$ cat src/rtl/rom_arb_pkg.sv
// Shared definitions for the cartridge ROM port arbiter.
// Holds grant/state encodings, the timeout read value and the
// byte/word data formatting helpers used by the top level.
package rom_arb_pkg;

    // Encoding of the grant output: which requester owns the memory port.
    localparam logic [1:0] GNT_NONE = 2'd0;
    localparam logic [1:0] GNT_LD   = 2'd1;
    localparam logic [1:0] GNT_CPU  = 2'd2;
    localparam logic [1:0] GNT_COP  = 2'd3;

    typedef enum logic [1:0] {
        ST_IDLE  = 2'd0,
        ST_ISSUE = 2'd1,
        ST_DONE  = 2'd2
    } state_t;

    // Read data returned when the memory never acknowledged.
    localparam logic [15:0] RD_TIMEOUT_VAL = 16'hFFFF;

    // Byte writes replicate the low byte onto both lanes so the controller
    // can strobe either lane without needing a shifted copy.
    function automatic logic [15:0] fmt_wdata(input logic [15:0] wdata,
                                              input logic        word);
        return word ? wdata : {wdata[7:0], wdata[7:0]};
    endfunction

    // Byte reads pick the lane selected by address bit 0 and zero-extend.
    function automatic logic [15:0] fmt_rdata(input logic [15:0] q,
                                              input logic        word,
                                              input logic        a0);
        if (word) begin
            return q;
        end
        return {8'h00, a0 ? q[15:8] : q[7:0]};
    endfunction

endpackage

$ cat src/rtl/rom_arb_if.sv
// Bundle of the three requester ports and the memory-controller port.
// slave: arbiter view (serves requests, drives memory). master: environment
// view (requesters plus memory controller model).
interface rom_arb_if #(parameter int ADDR_W = 24);

    // Loader (write-only)
    logic              ld_req;
    logic [ADDR_W-1:0] ld_addr;
    logic [15:0]       ld_wdata;
    logic              ld_word;
    logic              ld_ack;

    // S-CPU side
    logic              cpu_req;
    logic              cpu_we;
    logic              cpu_word;
    logic [ADDR_W-1:0] cpu_addr;
    logic [15:0]       cpu_wdata;
    logic [15:0]       cpu_rdata;
    logic              cpu_ack;

    // Coprocessor side
    logic              cop_req;
    logic              cop_we;
    logic              cop_word;
    logic [ADDR_W-1:0] cop_addr;
    logic [15:0]       cop_wdata;
    logic [15:0]       cop_rdata;
    logic              cop_ack;

    // Memory controller side
    logic              mem_req;
    logic              mem_we;
    logic              mem_word;
    logic [ADDR_W-1:0] mem_addr;
    logic [15:0]       mem_d;
    logic [15:0]       mem_q;
    logic              mem_ack;

    modport slave (
        input  ld_req, ld_addr, ld_wdata, ld_word,
        output ld_ack,
        input  cpu_req, cpu_we, cpu_word, cpu_addr, cpu_wdata,
        output cpu_rdata, cpu_ack,
        input  cop_req, cop_we, cop_word, cop_addr, cop_wdata,
        output cop_rdata, cop_ack,
        output mem_req, mem_we, mem_word, mem_addr, mem_d,
        input  mem_q, mem_ack
    );

    modport master (
        output ld_req, ld_addr, ld_wdata, ld_word,
        input  ld_ack,
        output cpu_req, cpu_we, cpu_word, cpu_addr, cpu_wdata,
        input  cpu_rdata, cpu_ack,
        output cop_req, cop_we, cop_word, cop_addr, cop_wdata,
        input  cop_rdata, cop_ack,
        input  mem_req, mem_we, mem_word, mem_addr, mem_d,
        output mem_q, mem_ack
    );

endinterface

$ cat src/rtl/rom_arb_select.sv
// Winner selection for the ROM port: loader > cpu > cop, halt masks cpu/cop,
// starvation flag lets cop outrank cpu. Purely combinational, no latency.
// Ports: ld/cpu/cop_req (already masked), halt, starve in; win (grant code) out.
module rom_arb_select
    import rom_arb_pkg::*;
(
    input  logic       ld_req,
    input  logic       cpu_req,
    input  logic       cop_req,
    input  logic       halt,
    input  logic       starve,
    output logic [1:0] win
);

    always_comb begin
        win = GNT_NONE;
        if (ld_req) begin
            win = GNT_LD;
        end else if (!halt) begin
            if (cop_req && (starve || !cpu_req)) begin
                win = GNT_COP;
            end else if (cpu_req) begin
                win = GNT_CPU;
            end
        end
    end

endmodule

$ cat src/rtl/rom_port_arbiter.sv
// Shares one cartridge ROM/SDRAM port between loader, S-CPU and coprocessor.
// Latency: req seen in IDLE at n -> mem_req at n+1; mem_ack at m -> *_ack at m+1.
// Backpressure: requesters hold req until a one-cycle ack; memory stalls via
// mem_ack, bounded by a TIMEOUT-cycle watchdog that forces completion.
// Ports: mclk/rst_n, halt; bus (requester + memory ports); grant/busy/timeout_err status.
module rom_port_arbiter
    import rom_arb_pkg::*;
#(
    parameter int ADDR_W     = 24,
    parameter int STARVE_MAX = 4,
    parameter int TIMEOUT    = 255
) (
    input  logic          mclk,
    input  logic          rst_n,
    input  logic          halt,
    rom_arb_if.slave      bus,
    output logic [1:0]    grant,
    output logic          busy,
    output logic          timeout_err
);

    localparam int                SW         = $clog2(STARVE_MAX + 1);
    localparam logic [SW-1:0]     STARVE_LIM = SW'(STARVE_MAX);
    localparam logic [7:0]        TO_LAST    = 8'(TIMEOUT - 1);

    state_t            state_q, state_d;
    logic [1:0]        grant_q, grant_d;
    logic              busy_q, busy_d;
    logic              timeout_err_q, timeout_err_d;
    logic              mem_req_q, mem_req_d;
    logic              mem_we_q, mem_we_d;
    logic              mem_word_q, mem_word_d;
    logic [ADDR_W-1:0] mem_addr_q, mem_addr_d;
    logic [15:0]       mem_d_q, mem_d_d;
    logic              ld_ack_q, ld_ack_d;
    logic              cpu_ack_q, cpu_ack_d;
    logic              cop_ack_q, cop_ack_d;
    logic [15:0]       cpu_rdata_q, cpu_rdata_d;
    logic [15:0]       cop_rdata_q, cop_rdata_d;
    logic [SW-1:0]     starve_cnt_q, starve_cnt_d;
    logic [7:0]        to_cnt_q, to_cnt_d;

    logic       in_done;
    logic [1:0] win;
    logic [15:0] rd_dat;
    logic       finish;

    // The owner of the transaction completing in DONE must not be re-granted
    // off the same request level; its req is hidden for that cycle.
    assign in_done = (state_q == ST_DONE);

    rom_arb_select u_select (
        .ld_req  (bus.ld_req  && !(in_done && grant_q == GNT_LD)),
        .cpu_req (bus.cpu_req && !(in_done && grant_q == GNT_CPU)),
        .cop_req (bus.cop_req && !(in_done && grant_q == GNT_COP)),
        .halt    (halt),
        .starve  (starve_cnt_q >= STARVE_LIM),
        .win     (win)
    );

    always_comb begin
        state_d       = state_q;
        grant_d       = grant_q;
        timeout_err_d = timeout_err_q;
        mem_req_d     = mem_req_q;
        mem_we_d      = mem_we_q;
        mem_word_d    = mem_word_q;
        mem_addr_d    = mem_addr_q;
        mem_d_d       = mem_d_q;
        ld_ack_d      = 1'b0;
        cpu_ack_d     = 1'b0;
        cop_ack_d     = 1'b0;
        cpu_rdata_d   = cpu_rdata_q;
        cop_rdata_d   = cop_rdata_q;
        starve_cnt_d  = starve_cnt_q;
        to_cnt_d      = to_cnt_q;
        rd_dat        = RD_TIMEOUT_VAL;
        finish        = 1'b0;

        case (state_q)
            ST_IDLE: begin
                if (win != GNT_NONE) begin
                    state_d   = ST_ISSUE;
                    grant_d   = win;
                    mem_req_d = 1'b1;
                    to_cnt_d  = 8'd0;
                    case (win)
                        GNT_LD: begin
                            mem_we_d   = 1'b1;
                            mem_word_d = bus.ld_word;
                            mem_addr_d = bus.ld_addr;
                            mem_d_d    = fmt_wdata(bus.ld_wdata, bus.ld_word);
                        end
                        GNT_CPU: begin
                            mem_we_d   = bus.cpu_we;
                            mem_word_d = bus.cpu_word;
                            mem_addr_d = bus.cpu_addr;
                            mem_d_d    = fmt_wdata(bus.cpu_wdata, bus.cpu_word);
                            if (bus.cop_req && starve_cnt_q < STARVE_LIM) begin
                                starve_cnt_d = starve_cnt_q + SW'(1);
                            end
                        end
                        default: begin
                            mem_we_d     = bus.cop_we;
                            mem_word_d   = bus.cop_word;
                            mem_addr_d   = bus.cop_addr;
                            mem_d_d      = fmt_wdata(bus.cop_wdata, bus.cop_word);
                            starve_cnt_d = '0;
                        end
                    endcase
                end
            end
            ST_ISSUE: begin
                // A real ack beats an expiring watchdog in the same cycle.
                if (bus.mem_ack) begin
                    rd_dat = fmt_rdata(bus.mem_q, mem_word_q, mem_addr_q[0]);
                    finish = 1'b1;
                end else if (to_cnt_q == TO_LAST) begin
                    timeout_err_d = 1'b1;
                    finish        = 1'b1;
                end else begin
                    to_cnt_d = to_cnt_q + 8'd1;
                end
                if (finish) begin
                    state_d   = ST_DONE;
                    mem_req_d = 1'b0;
                    case (grant_q)
                        GNT_LD:  ld_ack_d = 1'b1;
                        GNT_CPU: begin
                            cpu_ack_d   = 1'b1;
                            cpu_rdata_d = rd_dat;
                        end
                        GNT_COP: begin
                            cop_ack_d   = 1'b1;
                            cop_rdata_d = rd_dat;
                        end
                        default: ;
                    endcase
                end
            end
            ST_DONE: begin
                state_d = ST_IDLE;
                grant_d = GNT_NONE;
            end
            default: begin
                state_d   = ST_IDLE;
                grant_d   = GNT_NONE;
                mem_req_d = 1'b0;
            end
        endcase

        // Starvation only matters while cop is actually waiting.
        if (!bus.cop_req) begin
            starve_cnt_d = '0;
        end

        busy_d = (state_d != ST_IDLE);
    end

    always_ff @(posedge mclk or negedge rst_n) begin
        if (!rst_n) begin
            state_q       <= ST_IDLE;
            grant_q       <= GNT_NONE;
            busy_q        <= 1'b0;
            timeout_err_q <= 1'b0;
            mem_req_q     <= 1'b0;
            mem_we_q      <= 1'b0;
            mem_word_q    <= 1'b0;
            mem_addr_q    <= '0;
            mem_d_q       <= 16'h0000;
            ld_ack_q      <= 1'b0;
            cpu_ack_q     <= 1'b0;
            cop_ack_q     <= 1'b0;
            cpu_rdata_q   <= 16'h0000;
            cop_rdata_q   <= 16'h0000;
            starve_cnt_q  <= '0;
            to_cnt_q      <= 8'd0;
        end else begin
            state_q       <= state_d;
            grant_q       <= grant_d;
            busy_q        <= busy_d;
            timeout_err_q <= timeout_err_d;
            mem_req_q     <= mem_req_d;
            mem_we_q      <= mem_we_d;
            mem_word_q    <= mem_word_d;
            mem_addr_q    <= mem_addr_d;
            mem_d_q       <= mem_d_d;
            ld_ack_q      <= ld_ack_d;
            cpu_ack_q     <= cpu_ack_d;
            cop_ack_q     <= cop_ack_d;
            cpu_rdata_q   <= cpu_rdata_d;
            cop_rdata_q   <= cop_rdata_d;
            starve_cnt_q  <= starve_cnt_d;
            to_cnt_q      <= to_cnt_d;
        end
    end

    assign grant         = grant_q;
    assign busy          = busy_q;
    assign timeout_err   = timeout_err_q;
    assign bus.mem_req   = mem_req_q;
    assign bus.mem_we    = mem_we_q;
    assign bus.mem_word  = mem_word_q;
    assign bus.mem_addr  = mem_addr_q;
    assign bus.mem_d     = mem_d_q;
    assign bus.ld_ack    = ld_ack_q;
    assign bus.cpu_ack   = cpu_ack_q;
    assign bus.cop_ack   = cop_ack_q;
    assign bus.cpu_rdata = cpu_rdata_q;
    assign bus.cop_rdata = cop_rdata_q;

endmodule
$ cat src/flat_wrapper.sv
// flat-port wrapper written by rule: the top's interface ports become plain ports
module rom_port_arbiter_flat import rom_arb_pkg::*;
#(
    parameter int ADDR_W     = 24,
    parameter int STARVE_MAX = 4,
    parameter int TIMEOUT    = 255
)
  (mclk, rst_n, halt, grant, busy, timeout_err, bus_ld_req, bus_ld_addr, bus_ld_wdata, bus_ld_word, bus_ld_ack, bus_cpu_req, bus_cpu_we, bus_cpu_word, bus_cpu_addr, bus_cpu_wdata, bus_cpu_rdata, bus_cpu_ack, bus_cop_req, bus_cop_we, bus_cop_word, bus_cop_addr, bus_cop_wdata, bus_cop_rdata, bus_cop_ack, bus_mem_req, bus_mem_we, bus_mem_word, bus_mem_addr, bus_mem_d, bus_mem_q, bus_mem_ack);
  rom_arb_if #(.ADDR_W(ADDR_W)) bus_i ();
  input  logic mclk;
  input  logic rst_n;
  input  logic halt;
  output logic [1:0] grant;
  output logic busy;
  output logic timeout_err;
  input wire logic [$bits(bus_i.ld_req)-1:0] bus_ld_req;
  input wire logic [$bits(bus_i.ld_addr)-1:0] bus_ld_addr;
  input wire logic [$bits(bus_i.ld_wdata)-1:0] bus_ld_wdata;
  input wire logic [$bits(bus_i.ld_word)-1:0] bus_ld_word;
  output wire logic [$bits(bus_i.ld_ack)-1:0] bus_ld_ack;
  input wire logic [$bits(bus_i.cpu_req)-1:0] bus_cpu_req;
  input wire logic [$bits(bus_i.cpu_we)-1:0] bus_cpu_we;
  input wire logic [$bits(bus_i.cpu_word)-1:0] bus_cpu_word;
  input wire logic [$bits(bus_i.cpu_addr)-1:0] bus_cpu_addr;
  input wire logic [$bits(bus_i.cpu_wdata)-1:0] bus_cpu_wdata;
  output wire logic [$bits(bus_i.cpu_rdata)-1:0] bus_cpu_rdata;
  output wire logic [$bits(bus_i.cpu_ack)-1:0] bus_cpu_ack;
  input wire logic [$bits(bus_i.cop_req)-1:0] bus_cop_req;
  input wire logic [$bits(bus_i.cop_we)-1:0] bus_cop_we;
  input wire logic [$bits(bus_i.cop_word)-1:0] bus_cop_word;
  input wire logic [$bits(bus_i.cop_addr)-1:0] bus_cop_addr;
  input wire logic [$bits(bus_i.cop_wdata)-1:0] bus_cop_wdata;
  output wire logic [$bits(bus_i.cop_rdata)-1:0] bus_cop_rdata;
  output wire logic [$bits(bus_i.cop_ack)-1:0] bus_cop_ack;
  output wire logic [$bits(bus_i.mem_req)-1:0] bus_mem_req;
  output wire logic [$bits(bus_i.mem_we)-1:0] bus_mem_we;
  output wire logic [$bits(bus_i.mem_word)-1:0] bus_mem_word;
  output wire logic [$bits(bus_i.mem_addr)-1:0] bus_mem_addr;
  output wire logic [$bits(bus_i.mem_d)-1:0] bus_mem_d;
  input wire logic [$bits(bus_i.mem_q)-1:0] bus_mem_q;
  input wire logic [$bits(bus_i.mem_ack)-1:0] bus_mem_ack;
  assign bus_i.ld_req = bus_ld_req;
  assign bus_i.ld_addr = bus_ld_addr;
  assign bus_i.ld_wdata = bus_ld_wdata;
  assign bus_i.ld_word = bus_ld_word;
  assign bus_ld_ack = bus_i.ld_ack;
  assign bus_i.cpu_req = bus_cpu_req;
  assign bus_i.cpu_we = bus_cpu_we;
  assign bus_i.cpu_word = bus_cpu_word;
  assign bus_i.cpu_addr = bus_cpu_addr;
  assign bus_i.cpu_wdata = bus_cpu_wdata;
  assign bus_cpu_rdata = bus_i.cpu_rdata;
  assign bus_cpu_ack = bus_i.cpu_ack;
  assign bus_i.cop_req = bus_cop_req;
  assign bus_i.cop_we = bus_cop_we;
  assign bus_i.cop_word = bus_cop_word;
  assign bus_i.cop_addr = bus_cop_addr;
  assign bus_i.cop_wdata = bus_cop_wdata;
  assign bus_cop_rdata = bus_i.cop_rdata;
  assign bus_cop_ack = bus_i.cop_ack;
  assign bus_mem_req = bus_i.mem_req;
  assign bus_mem_we = bus_i.mem_we;
  assign bus_mem_word = bus_i.mem_word;
  assign bus_mem_addr = bus_i.mem_addr;
  assign bus_mem_d = bus_i.mem_d;
  assign bus_i.mem_q = bus_mem_q;
  assign bus_i.mem_ack = bus_mem_ack;
  rom_port_arbiter #(.ADDR_W(ADDR_W), .STARVE_MAX(STARVE_MAX), .TIMEOUT(TIMEOUT)) u_core (.mclk(mclk), .rst_n(rst_n), .halt(halt), .bus(bus_i), .grant(grant), .busy(busy), .timeout_err(timeout_err));
endmodule
$ cat config.mk
export PLATFORM = sky130hd
export DESIGN_NAME = rom_port_arbiter_flat
export DESIGN_NICKNAME = d
export VERILOG_FILES = /design/src/rtl/rom_arb_pkg.sv /design/src/rtl/rom_arb_if.sv /design/src/rtl/rom_arb_select.sv /design/src/rtl/rom_port_arbiter.sv /design/src/flat_wrapper.sv
export SDC_FILE = /design/constraint.sdc
export NUM_CORES = 1
export LEC_CHECK = 0
export BUFFER_PORTS_ARGS = -buffer_cell sky130_fd_sc_hd__buf_4
export CAP_MARGIN = 20
export CORE_UTILIZATION = 47
export DETAILED_ROUTE_END_ITERATION = 8
export GPL_TIMING_DRIVEN = 1
export HOLD_SLACK_MARGIN = 0.12
export PLACE_DENSITY = 0.8
export SKIP_LAST_GASP = 1
export SYNTH_ARGS = -nofsm -noshare
export SYNTH_HDL_FRONTEND = slang
export SYNTH_HIERARCHICAL = 1
export SYNTH_SLANG_ARGS = --single-unit
export TNS_END_PERCENT = 10
$ cat constraint.sdc
create_clock -name mclk -period 3.9 [get_ports mclk]
set_clock_uncertainty 0.2 [all_clocks]
set_input_delay 0 -clock mclk [delete_from_list [all_inputs] [get_ports mclk]]
set_output_delay 0 -clock mclk [all_outputs]
set_load 0.01 [all_outputs]
==> results of run 1 <==
## placed cells by master, fill, tap and decap left out, drive strengths merged, types with 2 or more instances in the layout
cell / n
a21o: 9
nand2b: 4
inv: 15
nand3: 8
clkbuf: 9
a22oi: 41
mux2: 24
dlygate4sd3: 115
nor3: 8
dfrtp: 95
or3: 3
a2bb2oi: 32
nand2: 83
nor2: 10
a211o: 3
clkinv: 3
o21ai: 82
ha: 7
a31oi: 3
buf: 239
mux2i: 8
a31o: 2
a21boi: 2
and3: 3
a21oi: 19
## kinds of logic (layout without fill, tap and decap cells)
group / Yosys count / after routing / share of synthesized area [%]
compound gates: 199 / 199 / 27.3
flops: 95 / 95 / 47.9
fa+ha+maj: 7 / 7 / 1.77
mux: 32 / 32 / 7.07
buf+inv: 53 / 382 / 4.77
simple gates: 123 / 123 / 11.1
## sequential cells by signal (all words and copies together), names as in the netlist, 2 cells and up
register              cells
u_core/bus.mem_d         16
u_core/bus.mem_addr      24
u_core/bus.cop_rdata     16
u_core/bus.cpu_rdata     16
u_core/state_q            2
u_core/starve_cnt_q       3
u_core/grant              2
u_core/to_cnt_q           8
## path summary, 6_finish.rpt
check / end / slack (ps) / cells after the start
max: u_core/bus.mem_d[13]$_DFFE_PN0P_ / 150 / 12
min reg2reg: u_core/timeout_err$_DFFE_PN0P_ / 280 / 1
min in group asynchronous: u_core/bus.cop_ack$_DFF_PN0_ / 580 / 4
max reg2reg: u_core/bus.mem_d[13]$_DFFE_PN0P_ / 150 / 12
max in group asynchronous: u_core/bus.mem_addr[1]$_DFFE_PN0P_ / 2510 / 4
min: u_core/grant[0]$_DFFE_PN0P_ / 220 / 6
## power breakdown
group / switching, uW / internal (uW) / total, uW / leakage [uW]
clock network: 371 / 311 / 682 / 0.000108
registers: 313 / 1400 / 1720 / 0.00117
logic: 1130 / 1210 / 2340 / 0.00265
total: 1810 / 2930 / 4740 / 0.00393
## final cells by class
| class | instances | area share, % |
|---|---|---|
| Clock buffer | 9 | 1.52 |
| Sequential cell | 95 | 29.2 |
| Clock inverter | 7 | 1.08 |
| Tap cell | 136 | 2.09 |
| Multi-Input combinational cell | 361 | 29.1 |
| Inverter | 12 | 0.553 |
| Timing Repair Buffer | 354 | 36.5 |
## cell usage after synthesis, types with 4 or more instances
cell,count,area (um^2)
nand3_1,8,40.0
buf_2,6,30.0
buf_6,4,45.0
a22oi_1,41,308
clkbuf_1,28,105
a2bb2oi_1,24,210
ha_1,7,87.6
a2bb2oi_2,8,120
a21o_1,9,67.6
mux2_2,24,270
dfrtp_1,95,2380
a21oi_1,18,90.1
mux2i_1,8,80.1
nor2_1,10,37.5
nor3_1,6,30.0
nand2_1,83,312
o21ai_0,82,410
inv_1,11,41.3
## through the flow
stage	setup slack [ps]	hold slack [ps]	util [%]
2_1_floorplan	1150	-496	-
6_report	154	216	79.2
4_1_cts	207	145	79.0
3_3_place_gp	791	-80.3	65.5
5_1_grt	-29.1	293	79.2
3_5_place_dp	586	-66.5	65.5
## worst max-delay path, cell delays in order (launching register included)
cell and delay, ps:
dfrtp_1 490, inv_1 110, nor2_1 180, a21boi_0 170, nor3_2 260, inv_1 100
ha_1 180, buf_4 270, a22oi_2 240, dlygate4sd3_1 620, a21oi_1 80, dlygate4sd3_1 580
a21o_1 150
## routing by layer
layer	track usage [%]	part of all wire [%]	wire length, um	up-vias
li1	-	-	-	2486
met1	39.7	38	6970	2648
met2	57.0	50	9060	282
met3	6.99	7.3	1320	58
met4	15.9	4.1	750	0
met5	0	0	0	-
## timing repair
action / 4_1_cts / 5_1_grt
hold buffers: 116 / 0
setup buffers: 0 / 0
endpoints found under the setup margin: 0 / 18
endpoints found under the hold margin: 156 / 0
gates resized for setup: 0 / 6
==> results.md, run 1 <==
- Critical path arrival: 3800 ps
- Worst Tran Pin Value: roughly 860 ps
- DRC: 0
- CTS Root Cell: clkbuf_8
- Vias in the first global route: between 5,000 and 6,000
- Slew Viols, Final: 0
- Total number of vias: approximately 5,500
- Setup TNS: 0 ps
- Number of enable flip-flop cells after synthesis: 0
- Wire per inst: about 19 um
- Number of I/O pins: 230
- Leak: ~0.0039 uW
- VDD IR max: around 0.00038 V
- CP Launch Point: u_core/state_q[1]$_DFF_PN0_
- Placer congestion estimate: 0.934
- Endpoints failing hold: 0
- Diode count: 0
- Filler cells: about 640
- H-tree levels: 3
- Outcome: finished, final reports clean
- Post-Synthesis Cells: a little over 500
- Area of the multi-input gates: around 2400 um^2
- Worst Path Required: between 3000 and 4000 ps
- Routed Antenna Nets: 0
- Maximum clock path buffer count: 2
- Cell total after placement: roughly 840
- Max Cap Viol: 0
- CP Class: register to register
- Core Region: 10,300 um^2
- FP Rows: 37
- Global route overflow: 0
- Hpwl dp: between 10,000 and 15,000 um
- Final Power: 4740 uW
- Average size of a mapped cell: 9.74 um^2
- Max Freq: around 0.27 GHz
- CTS tree: built
- Clock sinks: 95
- Routed wire length: about 18,000 um
- Tcrit/Tclk final: between 90% and 100%
- Mapped cell area: a little under 5000 um^2
- Worst r2r src: u_core/state_q[1]$_DFF_PN0_
- Nets: 988
- P per Cell Area: 582 nW/um^2
- Global-route wire length before repair: roughly 29,000 um
- Share of the yosys chip area belonging to registers: ~48%
- Top FF cell, synth: dfrtp_1
- CTS buffer count: 9
- #FFs+latches synth: 95
- Fin crit period: 3750 ps
- Count of final setup violators: 0
- Layout cell share with drive strength beyond 1: between 30% and 40%
- TritonRoute pass-1 iters: 5
- Area grow syn2layout: 64.2%
- Netlist cell types: 44
- Slew HR: between 40 and 50%
- Pin count of the biggest net entering global routing: 63
- Worst-path clk slew: ~100 ps
- Die width: 105 um
- Die area: between 10,000 and 15,000 um^2
- Placed cell areas: about 6700 um^2
- Starting Density: 48.2%
- Tot GR Track Use: between 30 and 40%
- Cell area after layout: between 8000 and 9000 um^2
- Storage element area: between 2000 and 2500 um^2
- CP max FO: 47
- Non-Filler Instances: between 900 and 1,000
- Kind of end point of the critical path: register
- Hold Crit Start: bus_cpu_req
- Port buffer count: around 230
- Worst setup SP type: register
- Fraction of registers with async set/reset: between 90% and 100%
- Syn nets: between 600 and 700
- DRT iter0 DRCs: 517
- Die Height: ~100 um
- Type of the worst min-delay path: primary input to register
- Vias/cell: about 5.6
- Antenna violations before repair: 0
- Synth Warn #: 6
- Clk Latency, worst-skew pair: around 360 ps
Note: power is estimated with default switching activity, not from simulation.
==> inputs of run 2 (changes only) <==
CORE_UTILIZATION = 51   (was 47)
PLACE_DENSITY = 0.86   (was 0.8)
clock period = 4.4 ns   (was 3.9 ns; I/O delays follow)
==> run 2 against run 1 <==
Compared with the run above:
- critical path type unchanged
- total power is 11% lower
- worst setup slack improved by 130 ps
- worst hold slack got worse by 69 ps
- utilization rose by 7.1 points
- die area down 7.7%
- count of clock-buffer cells in the layout increased by 1
- flip-flop and latch count unchanged
- first-iteration DRC count fell by 25%
==> results.md, run 2 (synthesis gave the netlist of run 1 again) <==
- Placer congestion estimate: 0.923 (-1.2%)
- Vias in the first global route: 5,958 (+4.7%)
- Max Cap Viol: 0 (unchanged)
- Vias/cell: 5.98 (+6.4%)
- Pin count of the biggest net entering global routing: 53 (-16%)
- Storage element area: 2380 um^2 (about the same)
- Clk Latency, worst-skew pair: 360 ps (about the same)
- Die area: 10,100 um^2 (-7.7%)
- Area of the multi-input gates: 2350 um^2 (-0.79%)
- Maximum clock path buffer count: 2 (unchanged)
- Pre-CTS setup slack: 1080 ps (+493 ps)
- Count of final setup violators: 0 (unchanged)
- FP Rows: 35 (-5.4%)
- Port buffer count: 229 (unchanged)
- RSZ-0062 raised after global routing: false
- Clock sinks: 95 (unchanged)
- Worst-path clk slew: 120 ps (+20 ps)
- Die Height: 101 um (-3.9%)
- Total number of vias: 5,779 (+5.6%)
- CP max FO: 25 (-47%)
- Final WS setup: 284 ps (+130 ps)
- Nets: 985 (-0.30%)
- DRC: 0 (unchanged)
- Kind of end point of the critical path: register
- Worst Path Required: 4470 ps (+510 ps)
- Endpoints failing hold: 0 (unchanged)
- Max reg flops: 24 (unchanged)
- Layout cell share with drive strength beyond 1: 35.7% (-0.59 points)
- Global-route wire length before repair: 31,400 um (+9.2%)
- Routed Antenna Nets: 0 (unchanged)
- DRT iter0 DRCs: 387 (-25%)
- Antenna violations before repair: 1 (+1)
- CP Class: register to register
- Global route overflow: 0 (unchanged)
- Max Freq: 0.243 GHz (-9.0%)
- Slew HR: 32.2% (-10 points)
- Filler cells: 430 (-33%)
- CTS buffer count: 9 (unchanged)
- Worst Tran Pin Value: 1020 ps (+153 ps)
- VDD IR max: 0.000345 V (-8.8%)
- Type of the worst min-delay path: primary input to register
- P per Cell Area: 522 nW/um^2 (-10%)
- H-tree levels: 3 (unchanged)
- Area grow syn2layout: 62.4%
- Setup TNS: 0 ps (unchanged)
- TritonRoute pass-1 iters: 8 (+3)
- Core Region: 9330 um^2 (-9.2%)
- CTS tree: built
- Starting Density: 53.2% (+4.9 points)
- Routed wire length: 20,500 um (+13%)
- Die width: 101 um (-3.9%)
- Hpwl dp: 11,800 um (+2.1%)
- Wire per inst: 21.2 um (+14%)
- Worst setup SP type: register
- Most frequent cells in the layout: buf_4, dlygate4sd3_1, dfrtp_1
- Tcrit/Tclk final: 93.5% (-2.5 points)
- Slew Viols, Final: 0 (unchanged)
- CTS Root Cell: clkbuf_8
- Tot GR Track Use: 41.1% (+7.9 points)
- Fin crit period: 4120 ps (+370 ps)
- Critical path arrival: 4190 ps (+390 ps)
- Number of I/O pins: 230 (unchanged)
- Outcome: finished, final reports clean
- Leak: 0.00389 uW (-0.83%)
- Most common cell after layout, fill and taps aside: buf_4
-- run 2: metrics by stage --
stage	total power [uW]	hold slack (ps)	std cells	util [%]	cell area, um^2
detailed placement	3330	-174	835	72.0	6720
CTS	4050	131	964	86.3	8050
global route	4410	153	965	86.3	8050
finish	4210	147	966	86.3	8050
floorplan	2390	-496	509	-	4960
global placement	3250	-188	835	72.0	6720
-- run 2: power breakdown --
group          switching [uW]  internal (uW)  total (uW)
combinational            1070           1060        2120
clock                     325            216         540
sequential                298           1240        1540
-- run 2: worst max-delay path, cell delays in order (launching register included) --
cell and delay (ps):
dfrtp_1 550, nor2_1 130, a31oi_1 250, nor2_1 70, nor3_1 270, ha_1 890, buf_4 440, a22oi_1 150
nand2_1 110, o21ai_0 110, dlygate4sd3_1 590, o21ai_0 260
-- run 2: layout make-up --
| class | instances | area share, % |
|---|---|---|
| inverter | 12 | 0.559 |
| clock buffer | 10 | 1.58 |
| multi-input combinational | 361 | 29.2 |
| clock inverter | 6 | 0.668 |
| sequential | 95 | 29.5 |
| timing repair buffer | 351 | 36.4 |
| antenna | 2 | 0.0621 |
| tap | 129 | 2.00 |
-- run 2: final timing paths --
path                                                  from                             endpoint  slack [ps]  depth (start not counted)
max                            u_core/state_q[0]$_DFF_PN0_  u_core/bus.mem_addr[10]$_DFFE_PN0P_         280                         11
min                                            bus_cpu_req          u_core/grant[0]$_DFFE_PN0P_         150                          6
max reg2reg                    u_core/state_q[0]$_DFF_PN0_  u_core/bus.mem_addr[10]$_DFFE_PN0P_         280                         11
min reg2reg                u_core/bus.mem_d[8]$_DFFE_PN0P_      u_core/bus.mem_d[8]$_DFFE_PN0P_         290                          1
max in group asynchronous                            rst_n  u_core/bus.mem_addr[12]$_DFFE_PN0P_        2820                          4
min in group asynchronous                            rst_n  u_core/bus.mem_addr[15]$_DFFE_PN0P_         520                          4
-- run 2: routing by layer --
| metal | global-route usage [%] | share of wire [%] | vias up |
|---|---|---|---|
| met5 | 0 | 0 | - |
| met4 | 25.1 | 6.1 | 0 |
| met3 | 12.5 | 10 | 114 |
| met2 | 68.5 | 49 | 425 |
| met1 | 46.3 | 35 | 2753 |
| li1 | - | - | 2487 |
-- run 2: timing repair --
action                    CTS  global route
resized for setup           0             0
buffers inserted            0             0
hold buffers              113             0
hold endpoints to repair  189             0
